**src/rtl/life_pkg.sv**
```systemverilog
// Shared types and default sizes for the Game-of-Life run-control sequencer.
package life_pkg;

  localparam int GRID_W   = 64;
  localparam int PERIOD_W = 24;
  localparam int GEN_W    = 16;

  typedef enum logic [1:0] {
    S_IDLE  = 2'd0,
    S_RUN   = 2'd1,
    S_PAUSE = 2'd2,
    S_HALT  = 2'd3
  } life_state_t;

  // Normalise a requested tick period: zero is treated as one cycle.
  function automatic logic [PERIOD_W-1:0] eff_period(input logic [PERIOD_W-1:0] p);
    if (p == {PERIOD_W{1'b0}}) begin
      eff_period = {{(PERIOD_W-1){1'b0}}, 1'b1};
    end else begin
      eff_period = p;
    end
  endfunction

endpackage

```
**src/rtl/life_sequencer_tick_divider.sv**
```systemverilog
// Generation tick divider: counts 0..eff_period-1 while enabled, holds otherwise.
// The terminal count is a compare against the live period input, so a period
// change takes effect on the very next cycle; a count already at or past the
// new terminal value fires and wraps to zero.
module tick_divider
  import life_pkg::*;
#(
  parameter int PERIOD_W = life_pkg::PERIOD_W
) (
  input  logic                clk,
  input  logic                reset,
  input  logic                clear,
  input  logic                enable,
  input  logic [PERIOD_W-1:0] period,
  output logic                tc
);

  logic [PERIOD_W-1:0] count_r;
  logic [PERIOD_W-1:0] last_s;

  // Terminal value of the count for the current (normalised) period.
  always_comb begin
    last_s = PERIOD_W'(eff_period(24'(period))) - {{(PERIOD_W-1){1'b0}}, 1'b1};
    tc     = (count_r >= last_s);
  end

  // Divider counter: clear wins, then count/wrap while enabled, else hold.
  always_ff @(posedge clk or negedge reset) begin
    if (!reset) begin
      count_r <= {PERIOD_W{1'b0}};
    end else if (clear) begin
      count_r <= {PERIOD_W{1'b0}};
    end else if (enable) begin
      if (tc) begin
        count_r <= {PERIOD_W{1'b0}};
      end else begin
        count_r <= count_r + {{(PERIOD_W-1){1'b0}}, 1'b1};
      end
    end else begin
      count_r <= count_r;
    end
  end

endmodule

```
**src/rtl/life_sequencer.sv**
```systemverilog
// Run-control sequencer for the 8x8 Game-of-Life datapath: owns the grid
// register, advances it on a programmable tick (run/pause/single-step),
// counts generations and halts on stable, extinct or generation limit.
module life_sequencer #(
  parameter int GRID_W   = life_pkg::GRID_W,
  parameter int PERIOD_W = life_pkg::PERIOD_W,
  parameter int GEN_W    = life_pkg::GEN_W
) (
  input  logic                clk,
  input  logic                reset,
  input  logic                load,
  input  logic [GRID_W-1:0]   seed,
  input  logic                start,
  input  logic                pause,
  input  logic                step,
  input  logic [PERIOD_W-1:0] period,
  input  logic [GEN_W-1:0]    max_gen,
  input  logic [GRID_W-1:0]   next_grid,
  output logic [GRID_W-1:0]   grid,
  output logic [GEN_W-1:0]    generation,
  output logic                running,
  output logic                halted,
  output logic                stable,
  output logic                extinct,
  output logic                gen_pulse
);

  import life_pkg::*;

  life_state_t         state_r;
  life_state_t         state_cmd_s;
  life_state_t         state_next_s;
  logic [GRID_W-1:0]   grid_r;
  logic [GEN_W-1:0]    gen_r;
  logic                running_r;
  logic                halted_r;
  logic                stable_r;
  logic                extinct_r;
  logic                gen_pulse_r;

  logic                advance_s;
  logic                div_clear_s;
  logic                div_enable_s;
  logic                div_tc_s;
  logic                new_stable_s;
  logic                new_extinct_s;
  logic [GEN_W-1:0]    gen_inc_s;
  logic                limit_hit_s;
  logic                halt_cond_s;

  tick_divider #(
    .PERIOD_W (PERIOD_W)
  ) u_tick_divider (
    .clk    (clk),
    .reset  (reset),
    .clear  (div_clear_s),
    .enable (div_enable_s),
    .period (period),
    .tc     (div_tc_s)
  );

  // Outcome of a would-be advance: flags, saturating count and halt condition.
  always_comb begin
    new_stable_s  = (next_grid == grid_r);
    new_extinct_s = (next_grid == {GRID_W{1'b0}});
    if (gen_r == {GEN_W{1'b1}}) begin
      gen_inc_s = gen_r;
    end else begin
      gen_inc_s = gen_r + {{(GEN_W-1){1'b0}}, 1'b1};
    end
    limit_hit_s = (max_gen != {GEN_W{1'b0}}) && (gen_inc_s == max_gen);
    halt_cond_s = new_stable_s || new_extinct_s || limit_hit_s;
  end

  // Command decode and next state; priority load > pause > start > step.
  always_comb begin
    state_cmd_s  = state_r;
    advance_s    = 1'b0;
    div_clear_s  = 1'b0;
    div_enable_s = 1'b0;
    if (load) begin
      state_cmd_s = S_IDLE;
      div_clear_s = 1'b1;
    end else begin
      case (state_r)
        S_IDLE: begin
          if (start) begin
            state_cmd_s = S_RUN;
            div_clear_s = 1'b1;
          end else if (step) begin
            advance_s = 1'b1;
          end else begin
            state_cmd_s = S_IDLE;
          end
        end
        S_RUN: begin
          if (pause) begin
            state_cmd_s = S_PAUSE;
          end else begin
            div_enable_s = 1'b1;
            advance_s    = div_tc_s;
          end
        end
        S_PAUSE: begin
          if (start) begin
            state_cmd_s = S_RUN;
          end else if (step) begin
            advance_s = 1'b1;
          end else begin
            state_cmd_s = S_PAUSE;
          end
        end
        S_HALT: begin
          state_cmd_s = S_HALT;
        end
        default: begin
          state_cmd_s = S_IDLE;
        end
      endcase
    end
    state_next_s = (advance_s && halt_cond_s) ? S_HALT : state_cmd_s;
  end

  // State register plus registered state-decode outputs.
  always_ff @(posedge clk or negedge reset) begin
    if (!reset) begin
      state_r   <= S_IDLE;
      running_r <= 1'b0;
      halted_r  <= 1'b0;
    end else begin
      state_r   <= state_next_s;
      running_r <= (state_next_s == S_RUN);
      halted_r  <= (state_next_s == S_HALT);
    end
  end

  // Grid, generation counter, result flags and advance pulse.
  always_ff @(posedge clk or negedge reset) begin
    if (!reset) begin
      grid_r      <= {GRID_W{1'b0}};
      gen_r       <= {GEN_W{1'b0}};
      stable_r    <= 1'b0;
      extinct_r   <= 1'b0;
      gen_pulse_r <= 1'b0;
    end else if (load) begin
      grid_r      <= seed;
      gen_r       <= {GEN_W{1'b0}};
      stable_r    <= 1'b0;
      extinct_r   <= 1'b0;
      gen_pulse_r <= 1'b0;
    end else if (advance_s) begin
      grid_r      <= next_grid;
      gen_r       <= gen_inc_s;
      stable_r    <= new_stable_s;
      extinct_r   <= new_extinct_s;
      gen_pulse_r <= 1'b1;
    end else begin
      gen_pulse_r <= 1'b0;
    end
  end

  assign grid       = grid_r;
  assign generation = gen_r;
  assign running    = running_r;
  assign halted     = halted_r;
  assign stable     = stable_r;
  assign extinct    = extinct_r;
  assign gen_pulse  = gen_pulse_r;

endmodule

```
**config.mk**
```make
export PLATFORM = sky130hd
export DESIGN_NAME = life_sequencer
export DESIGN_NICKNAME = d
export VERILOG_FILES = /design/src/rtl/life_pkg.sv /design/src/rtl/life_sequencer_tick_divider.sv /design/src/rtl/life_sequencer.sv
export SDC_FILE = /design/constraint.sdc
export NUM_CORES = 1
export LEC_CHECK = 0
export CAP_MARGIN = 0
export CORE_MARGIN = 1
export CORE_UTILIZATION = 25
export CTS_CLUSTER_DIAMETER = 120
export DETAILED_ROUTE_END_ITERATION = 16
export PLACE_DENSITY = 0.48
export SLEW_MARGIN = 25
export SYNTH_ARGS = -nofsm -noshare
export SYNTH_HDL_FRONTEND = slang
export SYNTH_SLANG_ARGS = --single-unit
```
**constraint.sdc**
```tcl
create_clock -name clk -period 3.06 [get_ports clk]
set_input_delay 0.765 -clock clk [delete_from_list [all_inputs] [get_ports clk]]
set_output_delay 0.765 -clock clk [all_outputs]
set_load 0.02 [all_outputs]
```
## Word-level counts from Yosys, hierarchy flattened

Index checks and enable logic that the tools add are counted.

| cells by class | value |
|---|---|
| equal/unequal tests | 8 |
| $lt $le $gt $ge | 1 |
| reduce and logical (&&, ||, !) cells | 11 |
| add/sub/neg operators | 3 |
| multiplexer cells | 34 |

Operators by type and width:

| operator | count |
|---|---|
| $mux 64 | 2 |
| $mux 24 | 4 |
| $eq 64x64->1 | 1 |
| $logic_not 64->1 | 1 |
| $mux 16 | 3 |
| $add 24x1->24 const B | 1 |
| $ge 24x24->1 | 1 |
| $logic_not 24->1 | 1 |
| $sub 24x1->24 const B | 1 |
| $add 16x1->16 const B | 1 |
| $eq 16x16->1 | 1 |
| $eq 16x16->1 const B | 1 |
| $mux 1 | 16 |
| $reduce_bool 16->1 | 1 |
| $mux 2 | 7 |
| $pmux 2 s4 | 1 |
| $eq 2x2->1 const B | 3 |
| $eq 2x1->1 const B | 2 |
| $reduce_bool 2->1 | 2 |
| $logic_and 1x1->1 | 2 |
| $logic_not 2->1 | 1 |
| $logic_or 1x1->1 | 2 |
| $pmux 1 s2 | 1 |
| $reduce_or 2->1 | 1 |

| word-level totals | value |
|---|---|
| output and inout bits | 85 |
| logic and storage cells | 66 |
| register bits | 111 |
| bits of input ports | 174 |

## Logic depth before layout (Yosys ltp)

Gate-level depths: netlist of run 1.

| depth | value |
|---|---|
| depth after elaboration | 10 |
| depth in mapped cells | 21 |
| depth with buffers taken out | 19 |

## By module

From an unflattened synthesis of run 1, not the netlist that was laid out.

| second synthesis, totals | value |
|---|---|
| cells, all modules | 912 |
| area, all modules | 8056.5 um^2 |

Modules (own cells, without submodules):

| module | area each (um^2) | times used | cells each |
|---|---|---|---|
| life_sequencer | 5654.2 | 1 | 607 |
| tick_divider | 2402.3 | 1 | 305 |

## Worst setup path before layout of run 1

No wires, ideal clock.

| timing | value |
|---|---|
| path type | input to register |
| from | input port period[15] |
| to | register u_tick_divider.count_r[18] |
| required time | 2.981 ns |
| stages | 21 |
| data arrival time | 5.220 ns |
| slack | -2.239 ns |
| path through | or4_1 > or4b_4 > nor4_4 > nor2_1 > ha_1 > nand3b_1 > or3_1 > or4_1 > or2_2 > nor3_1 > xnor2_1 > ha_1 > nand4_1 > nor3_1 > a221o_1 > or3_1 > a211oi_2 > buf_2 > buf_2 > nand2_1 > mux2i_1 |

| on the way | value |
|---|---|
| longest elaborated chain between the ends | 7 |

RTL lines:

| what | line | RTL |
|---|---|---|
| start, declared | life_sequencer.sv:16 | `input logic [PERIOD_W-1:0] period,` |
| $logic_not 24->1 | life_pkg.sv:17 | `if (p == {PERIOD_W{1'b0}}) begin` |
| $mux 24 (*) | life_pkg.sv:17 |  |
| $sub 24x1->24 (*) | life_sequencer_tick_divider.sv:23 | `last_s = PERIOD_W'(eff_period(24'(period))) - {{(PERIOD_W-1){1'b0}}, 1'b1};` |
| $ge 24x24->1 (*) | life_sequencer_tick_divider.sv:24 | `tc = (count_r >= last_s);` |
| $mux 24 (*) | life_sequencer_tick_divider.sv:34 | `if (tc) begin` |
| $mux 24 (*) | life_sequencer_tick_divider.sv:33 | `end else if (enable) begin` |
| $mux 24 (*) | life_sequencer_tick_divider.sv:31 | `end else if (clear) begin` |
| end signal, assigned | life_sequencer_tick_divider.sv:30 | `count_r <= {PERIOD_W{1'b0}};` |
| end signal, assigned | life_sequencer_tick_divider.sv:32 | `count_r <= {PERIOD_W{1'b0}};` |
| end signal, assigned | life_sequencer_tick_divider.sv:35 | `count_r <= {PERIOD_W{1'b0}};` |
| end, declared | life_sequencer_tick_divider.sv:18 | `logic [PERIOD_W-1:0] count_r;` |

Every way passes the cells marked *; elsewhere a longest branch is shown, timed or not. The select of a mux whose other input is x is not followed.
A chain may end at the register's enable or synchronous reset.

## Final worst setup path of run 1

| timing | value |
|---|---|
| from | input port period[18] |
| to | register grid_r[19], in the netlist grid[19] |

| on the way | value |
|---|---|
| longest elaborated chain between the ends | 8 |

RTL lines:

| what | line | RTL |
|---|---|---|
| $logic_not 24->1 | life_pkg.sv:17 |  |
| $mux 24 (*) | life_pkg.sv:17 |  |
| $sub 24x1->24 (*) | life_sequencer_tick_divider.sv:23 |  |
| $ge 24x24->1 (*) | life_sequencer_tick_divider.sv:24 |  |
| $mux 1 (*) | life_sequencer.sv:97 | `if (pause) begin` |
| $pmux 1 s2 (*) | life_sequencer.sv:85 | `case (state_r)` |
| $mux 1 (*) | life_sequencer.sv:81 | `if (load) begin` |
| $reduce_bool 2->1 (no source line) (*) | -- |  |
| end signal, assigned | life_sequencer.sv:140 | `grid_r <= {GRID_W{1'b0}};` |
| end signal, assigned | life_sequencer.sv:152 | `grid_r <= next_grid;` |
| end, declared | life_sequencer.sv:33 | `logic [GRID_W-1:0] grid_r;` |

Every way passes the cells marked *; elsewhere a longest branch is shown, timed or not.

==> results of run 1 <==
cells by family (layout without fill, tap and decap cells):
family / count (synthesis) / after routing / synth area share, %
simple gates: 325 / 325 / 22.3
compound gates: 186 / 186 / 14.2
flops: 111 / 111 / 34.5
xor+xnor: 100 / 100 / 10.9
mux: 78 / 78 / 9.72
buf+inv: 69 / 456 / 4.18
fa+ha+maj: 27 / 27 / 4.20
other cells: 0 / 2 / 0
metal layers:
metal  up-vias  wire (µm)  track usage (%)
met4         0        609             5.42
li1       4072          -                -
met3        31       1850             2.43
met1      4063      15200             28.2
met2       258      15200             32.0
met5         -          0                0
Yosys cell counts, drive strengths merged (4+ instances only):
library cell	instances	area, µm²
dfrtp	111	2780
nand2	100	375
o21ai	85	429
mux2i	77	771
xor2	76	666
nor4	55	374
a21oi	40	200
nand3	32	165
nor2	30	113
clkbuf	27	131
ha	27	338
nand4	25	201
xnor2	24	210
inv	22	82.6
nor3	21	105
buf	20	123
and3	9	57.6
or3	9	58.8
a21o	8	60.1
a22o	8	70.1
and4	7	65.1
nand2b	7	43.8
or4	7	58.8
a31oi	6	37.5
a211oi	5	42.5
and2	5	31.3
o31ai	5	51.3
nor2b	4	25.0
worst max-delay path, delay by kind of cell:
family | cells | cell delay [ns]
AND/OR/NAND/NOR | 11 | 2.22
AO/OA/AOI/OAI | 4 | 0.87
buffers and inverters | 4 | 0.55
adder cells (fa/ha/maj) | 2 | 0.50
multiplexers | 1 | 0.18
XOR/XNOR | 1 | 0.12
worst paths after layout:
| kind | start | endpoint | slack [ns] | cells past startpoint |
|---|---|---|---|---|
| max | period[18] | grid[19] | -1.95 | 23 |
| min | reset | grid[10] | 0.29 | 1 |
| max reg2reg | generation[0] | running | 0.13 | 9 |
| min reg2reg | u_tick_divider.count_r[23] | u_tick_divider.count_r[23] | 0.55 | 1 |
| max in group asynchronous | reset | u_tick_divider.count_r[6] | 2.12 | 2 |
| min in group clk | u_tick_divider.count_r[23] | u_tick_divider.count_r[23] | 0.55 | 1 |
power by group through the flow:
stage,sequential (mW),clock (mW),combinational [mW]
floorplan,1.77,0,0.373
global placement,1.68,0,1.21
detailed placement,1.68,0,1.21
CTS,1.65,1.27,1.31
global route,1.67,1.31,1.39
finish,1.65,1.22,1.30
sequential cells by signal (all words and copies together) (netlist names):
register                count
grid                       64
stable                      1
u_tick_divider.count_r     24
extinct                     1
gen_pulse                   1
running                     1
halted                      1
state_r                     2
generation                 16
area by class of cell:
type	count	area (µm²)
Antenna cell	2	5.00
Clock buffer	11	243
Clock inverter	5	52.6
Fill cell	3191	18600
Inverter	22	82.6
Multi-Input combinational cell	716	5300
Sequential cell	111	2780
Tap cell	402	503
Timing Repair Buffer	418	4120
per-stage QoR:
| step | power, mW | hold WS, ns | cell area [µm²] |
|---|---|---|---|
| CTS | 4.23 | 0.282 | 13000 |
| global placement | 2.89 | 0.517 | 11900 |
| detailed placement | 2.89 | 0.526 | 11900 |
| finish | 4.18 | 0.287 | 13100 |
| floorplan | 2.15 | 0.469 | 8230 |
| global route | 4.37 | 0.290 | 13100 |
repair_timing:
action                                  CTS  global route
buffers inserted                         41            10
endpoints found under the hold margin     0             0
resized for setup                       149            37
cloned                                   11             1
endpoints found under the setup margin  111           111
pin swaps                                28            18
==> impl_metrics.json, run 1 <==
{
  "seqPwrFrac_pct": 39.5,
  "path_class": "in2reg",
  "setup_viol": 111,
  "timing.final.crit_share_pct": 164,
  "final_cell_mix": "clkdlybuf4s50_1 (232), buf_4 (125), dfrtp_1 (111), nand2_1 (93), xor2_1 (76)",
  "dr.pass1.iters": 5,
  "slew_viol_final": 0,
  "final_cells": 1687,
  "nets": 1479,
  "routedWlPerCell_um": 19.5,
  "p_clk_share_pct": 29.2,
  "hold_buffers": 0,
  "pin_count": 259,
  "cp.required_ns": 3.28,
  "status": "finished, violations left",
  "tns_ns": -201.79,
  "power.density_nw_per_um2": 319,
  "drc_errors": 0,
  "clk-insertion-delay-late_ns": 0.37,
  "ys_ff_latch": 111,
  "syn-num-nets": 1097,
  "swShare_pct": 32.3,
  "core_um2": 31600,
  "die_h_um": 181,
  "drt_wl_total_mm": 32.8,
  "slowest_stage": "or4b_4",
  "setup_slack_ns": -1.95,
  "crit_path_frequent_cell": "buf_12",
  "gp_congestion": 0.884,
  "hold_viol_final": 0,
  "dieArea_um2": 32900,
  "path_clk_slew_ns": 0.09,
  "cts-buffers-inserted": 9,
  "max_freq_ghz": 0.200,
  "rsz0062_at_grt": "true",
  "crit_path_end_kind": "register",
  "max_slew_margin_pct": 46.8,
  "power_frac_comb_pct": 31.2,
  "skew_ns": 0.0232,
  "synth-main-ff-cell": "dfrtp_1",
  "placed_cells": 1616,
  "min_path_type": "in2async",
  "worstMarginPinSlew_ns": 0.791,
  "path_max_fanout": 7,
  "antenna_left": 0,
  "postSynthAreaPerCell_um2": 8.98,
  "grt_use_total_pct": 20.0,
  "clockRootBuffer": "clkbuf_16",
  "syn2layout_area_growth_pct": 62.5,
  "hpwlAfterDp_mm": 24.8,
  "grt_max_degree": 149,
  "vias": 8424,
  "yosys_warnings": 0,
  "power_switching_mw": 1.35,
  "initial_core_util_pct": 25.4,
  "netlist_area_um2": 8050,
  "die_w_um": 181,
  "synth.distinct_cells": 70,
  "ir_drop_mv": 0.253,
  "cp.arrival_ns": 5.23,
  "drive_gt1_share_pct": 22.3,
  "max_stage_delay_ns": 0.53,
  "violations": "negative setup slack",
  "cts_tree": "done",
  "synth_edf_count": 0,
  "postLayoutCoreUtil_pct": 41.3,
  "grt_pass1_wl_mm": 50.4,
  "viasPerCell": 4.99,
  "numPortBuffers": 258,
  "netlist_instances": 896,
  "dpl_worst_slack_ns": -2.75,
  "postSynth.asyncResetShare_pct": 100,
  "layout.cells.most_common": "clkdlybuf4s50_1",
  "period_needed_ns": 5.01,
  "cts.sinks": 111,
  "crit_path_start_kind": "input port",
  "htreeDepth": 3,
  "p_leak_nw": 5.69,
  "p_int_mw": 2.83,
  "grt_antenna_before_repair": 2,
  "drv_cap": 0,
  "globalRouteOverflowTotal": 0,
  "seq_area_frac_synth_pct": 34.5,
  "path_cells": "buf_6, or4_4, or4b_4, nor4_4, nor2_2, ha_2, nand3b_1, or3_4, or4_4, or2_4, nor3_4, xnor2_1, ha_1, a21oi_1, nand2_1, a221o_1, o31a_1, nor3_4, buf_12, buf_12, buf_12, mux2i_1, o21ai_0",
  "cts.path.max_buffers": 2,
  "initialDrtViolationCount": 494,
  "first_global_vias": 8488,
  "row_count": 65
}
No activity file was read; power rests on OpenSTA's default activity.
==> inputs of run 2 (changes only) <==
==> constraint.sdc (replaced) <==
create_clock -name clk -period 3.06 [get_ports clk]
set_input_delay 0.612 -clock clk [delete_from_list [all_inputs] [get_ports clk]]
set_output_delay 0.612 -clock clk [all_outputs]
set_load 0.02 [all_outputs]
==> run 2 against run 1 <==
  * The flow still finishes with violations (negative setup slack)
  * Design area is essentially flat
  * Combinational power about the same
  * Count of clock-buffer cells in the layout fell by 1
  * Highest routed layer unchanged
  * Sequential cell count did not move
  * Fmax grew 1.9%
  * Clock skew decreased by 0.0037 ns
  * Die area did not move
  * Global-route usage is essentially flat
  * Largest cell class unchanged
  * Clock power about the same
  * Final cell count is 1.4% lower
  * First-iteration DRC count increased by 7.1%
  * Worst setup slack gained 0.094 ns
==> impl_metrics.json, run 2 (synthesis gave the netlist of run 1 again) <==
{
  "power_switching_mw": 1.39,
  "swShare_pct": 33.2,
  "max_slew_margin_pct": 41.7,
  "die_w_um": 181,
  "crit_path_start_kind": "input port",
  "p_leak_nw": 5.60,
  "hold_buffers": 0,
  "initialDrtViolationCount": 529,
  "first_global_vias": 8178,
  "rsz0062_at_grt": "true",
  "path_max_fanout": 5,
  "htreeDepth": 3,
  "dieArea_um2": 32900,
  "nets": 1455,
  "status": "finished, violations left",
  "max_stage_delay_ns": 0.54,
  "seq_area_um2": 2780,
  "numPortBuffers": 258,
  "timing.final.crit_share_pct": 161,
  "reg2reg_from": "generation[0]",
  "crit_path_frequent_cell": "buf_6",
  "setup_viol": 111,
  "layout.cells.most_common": "clkdlybuf4s50_1",
  "slew_viol_final": 0,
  "multi_input_area_um2": 5370,
  "syn2layout_area_growth_pct": 62.5,
  "grt_use_total_pct": 20.0,
  "p_int_mw": 2.81,
  "initial_core_util_pct": 25.4,
  "grt_pass1_wl_mm": 50.1,
  "worstMarginPinSlew_ns": 0.866,
  "hpwlAfterDp_mm": 24.6,
  "skew_ns": 0.0195,
  "p_clk_share_pct": 29.4,
  "power_frac_comb_pct": 31.3,
  "seqPwrFrac_pct": 39.3,
  "cts.sinks": 111,
  "placed_cell_area_um2": 11800,
  "dpl_worst_slack_ns": -2.46,
  "ff2ff_path_depth": 9,
  "post-route-cell-area_um2": 13100,
  "path_clk_slew_ns": 0.10,
  "largest_reg_flops": 64,
  "row_count": 65,
  "die_h_um": 181,
  "fillers": 3183,
  "grt_max_degree": 134,
  "cts-buffers-inserted": 9,
  "hold_viol_final": 0,
  "final_cell_mix": "clkdlybuf4s50_1 (232), dfrtp_1 (111), nand2_1 (96), buf_4 (95), xor2_1 (76)",
  "routedWlPerCell_um": 20.0,
  "gp_congestion": 0.899,
  "cp.arrival_ns": 5.17,
  "cts.path.max_buffers": 2,
  "worstReg2RegEnd": "running",
  "clockRootBuffer": "clkbuf_16",
  "grt_antenna_before_repair": 2,
  "min_path_type": "in2async",
  "period_needed_ns": 4.92,
  "drv_cap": 0,
  "globalRouteOverflowTotal": 0,
  "violations": "negative setup slack",
  "clk-insertion-delay-late_ns": 0.37,
  "power.density_nw_per_um2": 322,
  "dr.pass1.iters": 5,
  "antenna_left": 0,
  "viasPerCell": 4.97,
  "ir_drop_mv": 0.237,
  "cts_tree": "done",
  "drc_errors": 0,
  "vias": 8272,
  "cp.required_ns": 3.31,
  "path_delay_family": "simple AND/OR/NAND/NOR gates",
  "crit_path_end_kind": "register",
  "drive_gt1_share_pct": 20.3,
  "drt_wl_total_mm": 33.2,
  "slowest_stage": "or4b_4",
  "core_um2": 31600,
  "pin_count": 259,
  "setup_slack_ns": -1.86,
  "max_freq_ghz": 0.203,
  "r2r_setup_slack_ns": 0.11,
  "path_class": "in2reg",
  "path_cells": "buf_6, or4_4, or4b_4, nor4_4, nor2_2, ha_2, nand3b_1, or3_4, or4_4, or2_4, nor3_4, xnor2_2, ha_1, nand4_1, nor3_2, a221o_1, o31a_1, nor3_4, buf_6, buf_6, clkbuf_16, mux2i_1, o21ai_1",
  "worst-path-buf-inv": 4
}
-- run 2: routing by layer --
metal  track usage, %  up-vias  part of all wire, %
li1                 -     4025                    -
met1             28.4     4011                   48
met2             32.1      212                   47
met3             2.29       24                  3.8
met4             5.05        0                  1.4
met5                0        -                    0
-- run 2: how the worst max path moves through the flow --
stage          startpoint            end  cells past startpoint
2_1_floorplan  period[15]  generation[7]                     20
3_3_place_gp   period[19]  generation[7]                     22
3_5_place_dp   period[15]  generation[7]                     22
4_1_cts        period[18]  generation[6]                     24
5_1_grt        period[18]        grid[4]                     23
6_report       period[18]        grid[0]                     23
-- run 2: power groups by stage --
| stage | combinational (mW) | clock, mW | sequential, mW |
|---|---|---|---|
| after floorplan | 0.373 | 0 | 1.77 |
| after global placement | 1.20 | 0 | 1.68 |
| after detailed placement | 1.20 | 0 | 1.68 |
| after CTS | 1.31 | 1.28 | 1.65 |
| after global routing | 1.40 | 1.33 | 1.67 |
| final | 1.32 | 1.24 | 1.65 |
-- run 2: through the flow --
stage                     cells  TNS [ns]  total power, mW  hold WS, ns  utilization, %
after floorplan             896   -190.29             2.15        0.316               -
after global placement     1607   -248.33             2.87        0.519            37.4
after detailed placement   1607   -254.06             2.88        0.524            37.4
after CTS                  1659   -199.56             4.24        0.254            40.7
after global routing       1663   -215.53             4.40        0.256            41.3
final                      1663   -194.06             4.21        0.226            41.3
-- run 2: what timing repair did --
action,in CTS,in global routing
resized for setup,149,54
pin swaps,40,34
buffers inserted,24,6
setup endpoints to repair,111,111
cloned,12,3
-- run 2: layout make-up --
cell class,instances,share of cell area [%]
clock buffer,10,1.75
sequential,111,21.2
timing repair buffer,394,31.0
clock inverter,6,0.440
multi-input combinational,716,41.1
antenna,2,0.0383
inverter,22,0.632
tap,402,3.85
